===== config.mk =====
export PLATFORM = sky130hd
export DESIGN_NAME = gemm_tile_sequencer
export DESIGN_NICKNAME = d
export VERILOG_FILES = /design/src/rtl/gemm_tile_sequencer.sv
export SDC_FILE = /design/constraint.sdc
export NUM_CORES = 1
export LEC_CHECK = 0
export CORE_MARGIN = 10
export CORE_UTILIZATION = 40
export DETAILED_ROUTE_END_ITERATION = 6
export MAX_ROUTING_LAYER = met4
export PLACE_DENSITY = 0.6
export SYNTH_ARGS = -nofsm -noshare
export SYNTH_HDL_FRONTEND = slang
export SYNTH_SLANG_ARGS = --single-unit

===== constraint.sdc =====
create_clock -name clk_i -period 4.3 [get_ports clk_i]
set_input_delay 0.86 -clock clk_i [delete_from_list [all_inputs] [get_ports clk_i]]
set_output_delay 0.86 -clock clk_i [all_outputs]
set_load 0.1 [all_outputs]

===== src/rtl/gemm_tile_sequencer.sv =====
// GEMM tile sequencer: walks (m, n, k) blocks, drives A/B read addresses
// and MAC strobes, then writes each finished block to SRAM C in order.
module gemm_tile_sequencer #(
  parameter int AddrWidth     = 12,
  parameter int SizeAddrWidth = 8
) (
  input  logic                     clk_i,
  input  logic                     rst_i,
  input  logic                     start_i,
  input  logic [SizeAddrWidth-1:0] M_size_i,
  input  logic [SizeAddrWidth-1:0] K_size_i,
  input  logic [SizeAddrWidth-1:0] N_size_i,
  output logic [AddrWidth-1:0]     sram_a_addr_o,
  output logic [AddrWidth-1:0]     sram_b_addr_o,
  output logic                     mac_valid_o,
  output logic                     mac_clear_o,
  output logic                     mac_last_o,
  input  logic                     result_valid_i,
  output logic [AddrWidth-1:0]     sram_c_addr_o,
  output logic                     sram_c_we_o,
  output logic                     busy_o,
  output logic                     done_o
);

  typedef enum logic [2:0] {
    IDLE, FETCH, DRAIN, WRITE, FINISH
  } state_t;

  localparam logic [SizeAddrWidth-1:0] SOne = 1;
  localparam logic [AddrWidth-1:0]     AOne = 1;

  state_t                   r_state;
  logic [SizeAddrWidth-1:0] r_msz, r_ksz, r_nsz;
  logic [SizeAddrWidth-1:0] r_m, r_n, r_k;
  logic [AddrWidth-1:0]     r_a_base, r_b_base;
  logic [AddrWidth-1:0]     r_a_addr, r_b_addr, r_c_addr;
  logic                     r_valid, r_clear, r_last;
  logic                     r_we, r_busy, r_done;

  logic                     w_k_last, w_n_last, w_m_last;
  logic                     w_any_zero;
  logic [AddrWidth-1:0]     w_kstep;

  assign w_k_last   = (r_k == r_ksz - SOne);
  assign w_n_last   = (r_n == r_nsz - SOne);
  assign w_m_last   = (r_m == r_msz - SOne);
  assign w_any_zero = (M_size_i == '0) | (K_size_i == '0) |
                      (N_size_i == '0);
  assign w_kstep    = AddrWidth'(r_ksz);

  always_ff @(posedge clk_i) begin
    if (rst_i) begin
      r_state  <= IDLE;
      r_msz    <= '0;
      r_ksz    <= '0;
      r_nsz    <= '0;
      r_m      <= '0;
      r_n      <= '0;
      r_k      <= '0;
      r_a_base <= '0;
      r_b_base <= '0;
      r_a_addr <= '0;
      r_b_addr <= '0;
      r_c_addr <= '0;
      r_valid  <= 1'b0;
      r_clear  <= 1'b0;
      r_last   <= 1'b0;
      r_we     <= 1'b0;
      r_busy   <= 1'b0;
      r_done   <= 1'b0;
    end else begin
      r_valid <= 1'b0;
      r_clear <= 1'b0;
      r_last  <= 1'b0;
      r_we    <= 1'b0;
      r_done  <= 1'b0;
      unique case (r_state)
        IDLE: begin
          if (start_i) begin
            r_msz  <= M_size_i;
            r_ksz  <= K_size_i;
            r_nsz  <= N_size_i;
            r_busy <= 1'b1;
            if (w_any_zero) begin
              r_state <= FINISH;
            end else begin
              r_m      <= '0;
              r_n      <= '0;
              r_k      <= '0;
              r_a_base <= '0;
              r_b_base <= '0;
              r_a_addr <= '0;
              r_b_addr <= '0;
              r_c_addr <= '0;
              r_state  <= FETCH;
            end
          end
        end
        FETCH: begin
          // strobes lag the address by one cycle to match SRAM latency
          r_valid <= 1'b1;
          r_clear <= (r_k == '0);
          r_last  <= w_k_last;
          if (w_k_last) begin
            r_k     <= '0;
            r_state <= DRAIN;
          end else begin
            r_k      <= r_k + SOne;
            r_a_addr <= r_a_addr + AOne;
            r_b_addr <= r_b_addr + AOne;
          end
        end
        DRAIN: begin
          if (result_valid_i) begin
            r_we    <= 1'b1;
            r_state <= WRITE;
          end
        end
        WRITE: begin
          r_c_addr <= r_c_addr + AOne;
          if (w_n_last) begin
            r_n      <= '0;
            r_b_base <= '0;
            r_b_addr <= '0;
            if (w_m_last) begin
              r_state <= FINISH;
            end else begin
              r_m      <= r_m + SOne;
              r_a_base <= r_a_base + w_kstep;
              r_a_addr <= r_a_base + w_kstep;
              r_state  <= FETCH;
            end
          end else begin
            r_n      <= r_n + SOne;
            r_b_base <= r_b_base + w_kstep;
            r_b_addr <= r_b_base + w_kstep;
            r_a_addr <= r_a_base;
            r_state  <= FETCH;
          end
        end
        FINISH: begin
          r_done  <= 1'b1;
          r_busy  <= 1'b0;
          r_state <= IDLE;
        end
        default: r_state <= IDLE;
      endcase
    end
  end

  assign sram_a_addr_o = r_a_addr;
  assign sram_b_addr_o = r_b_addr;
  assign mac_valid_o   = r_valid;
  assign mac_clear_o   = r_clear;
  assign mac_last_o    = r_last;
  assign sram_c_addr_o = r_c_addr;
  assign sram_c_we_o   = r_we;
  assign busy_o        = r_busy;
  assign done_o        = r_done;

endmodule


==> metrics.txt <==
Max Fclk=296 MHz; IO buf count=69; max-capacitance violation count=0; CP Capture Type=flop; Synth cell types=81; gr ovfl total=0; Synth Warn #=0; worst-path fanout max=16; HPWL Detailed=13.6 mm; Vias/cell=5.56; Async S/R FF share, synth=0%; Worst-path clk slew=0.05 ns; 1st-pass router iterations=5; Reg area=2340 µm²; reg2reg end=r_a_base[10]; Synth Instances=837; mapped cell area=6840 µm²; # clock sinks=117; VDD IR-drop max=286 µV; Worst slew margin=33.1%; CTS root buffer=clkbuf_16; final setup fails=0; WS Path Type=reg2reg; drt drc=0; WHS Path Cells=2; Fill cells=1673; Core Rows=47; clock tree buffer depth=2; DR vias=6311; largest net degree at the start of global routing=63; Placed Cells=1104; area of the multi-input gates=4270 µm²; run status=finished clean; mean post-synth cell area=8.18 µm²; Critical Path AT=3.68 ns; hold path startpoint=r_b_base[5]; Post-CTS Hold Buffers=0; GPL Wtd Cong=0.843; endpoints failing hold=0; routed wire length=19.2 mm; Fin Setup TNS=0 ns; power density over the cells=365 nW/µm²; P_leak=0.00313 µW; antenna violation net count after detailed routing=0; P&R area growth vs syn=22.8%; CTS Buf Count=17; Mapped Nets=893; die area=22700 µm²; sequential area share after synthesis=34.2%; Starting DRT DRC Count=380; die height=151 µm; Core Area=16700 µm²; Setup Buffers After CTS=0; Critical Path Source Type=flop; Fin Clk Skew=0.00776 ns; die width=151 µm; first-pass GRT wire length=31.4 mm; Nets=959; Initial Utilization=41.0%; RSZ-0062 raised after global routing=no; Worst Reg-to-Reg Cells=10; placed cell areas=7760 µm²; vias in the first global route=6095; fin area=8410 µm²; Post-synth top flop=dfxtp_1; post-route insts no fill=1136; period utilization=78.6%; Slew Viols, Final=0; type of the most critical hold path=reg2reg; Least-Margin Pin Slew=1.00 ns; Req. time, crit path=4.60 ns; # IOs=70; CTS tree=built; H-tree depth=4; ratio of cells with drive above 1 in the final layout=7.53%; DR WL/cell=16.9 µm; post_cts resized=0; r2r startpoint=r_msz[0]; n_diodes=0; Yosys reg bits=117; clk_lat worst skew=0.42 ns; initial antenna violation count=0; number of synthesized flops with an enable pin=0; worst reg2reg setup slack=0.92 ns; Hold Path End=r_b_base[5]; Total GRT Usage=17.7%; Period minus WS final=3.38 ns
==> power by group <==
part	total [µW]	leakage [µW]	switching [µW]	internal [µW]
logic	352	0.00186	218	134
clock network	1570	0.000324	505	1070
registers	1140	0.000947	37.9	1110
==> cell type report <==
| type | instances | share of cell area (%) |
|---|---|---|
| Clock inverter | 10 | 2.08 |
| Inverter | 24 | 1.07 |
| Sequential cell | 117 | 27.9 |
| Multi-Input combinational cell | 661 | 50.7 |
| Timing Repair Buffer | 82 | 9.32 |
| Tap cell | 220 | 3.27 |
| Clock buffer | 22 | 5.64 |
==> cell usage in the layout, fill, tap and decap left out, types with 21 or more instances in the layout <==
cell type / instances
ha_1: 26
dfxtp_1: 117
nor3_1: 21
xor2_1: 50
clkdlybuf4s50_1: 68
nand2_1: 103
and3_1: 25
inv_1: 24
nand3_1: 33
nor2_1: 88
xnor2_1: 21
a21oi_1: 59
==> registers in the layout, summed over array words and instances, names as in the netlist <==
register,flops
r_state,3
done_o,1
busy_o,1
r_nsz,8
sram_a_addr_o,12
r_msz,8
sram_c_addr_o,12
mac_last_o,1
r_n,8
sram_c_we_o,1
mac_valid_o,1
r_m,8
r_b_base,12
r_a_base,12
mac_clear_o,1
sram_b_addr_o,12
r_ksz,8
r_k,8
==> metal layers <==
layer  track usage [%]  vias up  wire (µm)  share of wire [%]
met5                 -        -          0                  0
met4              4.86        0        244                1.3
met3              4.03       20        843                4.4
met2              29.4      123       9240                 48
met1              21.1     2995       8890                 46
li1                  -     3173          -                  -
==> Yosys cell counts, types with 11 or more instances <==
cell	number	area [µm²]
a21o_1	11	82.6
o21ai_0	17	85.1
xor2_1	50	438
nor2_1	89	334
and3_1	25	156
nand3_1	33	165
nand4_1	19	119
nor3_1	21	105
nand2_1	103	387
ha_1	26	325
xnor2_1	21	184
inv_1	24	90.1
a22oi_1	13	97.6
a21oi_1	60	300
clkbuf_1	22	82.6
dfxtp_1	117	2340
==> critical path, stage by stage, from the launching register on <==
cell,delay [ns]
dfxtp_1,0.45
inv_1,0.08
ha_1,0.28
xor2_1,0.23
mux2i_1,0.21
a2bb2oi_1,0.26
a2111oi_4,0.09
buf_4,0.22
a21oi_1,0.53
nand2_1,0.49
a221o_1,0.42
==> worst max path at each step <==
stage | to | slack, ns | start | depth (start not counted)
floorplan | r_m[2] | 1.67 | N_size_i[4] | 9
global placement | r_a_base[10] | 0.73 | M_size_i[7] | 8
detailed placement | r_a_base[10] | 0.61 | K_size_i[4] | 8
CTS | r_a_base[10] | 0.95 | r_msz[0] | 10
global route | r_a_base[0] | 0.63 | r_msz[0] | 11
finish | r_a_base[10] | 0.92 | r_msz[0] | 10
==> cells by family (layout without fill, tap and decap cells) <==
family,count (synthesis),count (layout),synth area share [%]
XOR/XNOR,71,71,9.09
multiplexers,4,4,0.603
flip-flops,117,117,34.2
AND/OR/NAND/NOR,360,360,26.1
AO/OA/AOI/OAI,198,198,21.0
adder cells (fa/ha/maj),28,28,5.34
buffers and inverters,59,138,3.64
==> stage by stage <==
| step | total power (µW) | setup slack [ns] | hold slack, ns | util (%) |
|---|---|---|---|---|
| after detailed placement | 1520 | 0.608 | 0.455 | 46.4 |
| final | 3070 | 0.920 | 0.462 | 50.3 |
| after global placement | 1510 | 0.731 | 0.448 | 46.4 |
| after global routing | 3180 | 0.629 | 0.483 | 50.3 |
| after CTS | 3100 | 0.950 | 0.463 | 50.3 |
| after floorplan | 1410 | 1.67 | 0.440 | - |
(Power assumes the default switching activity.)
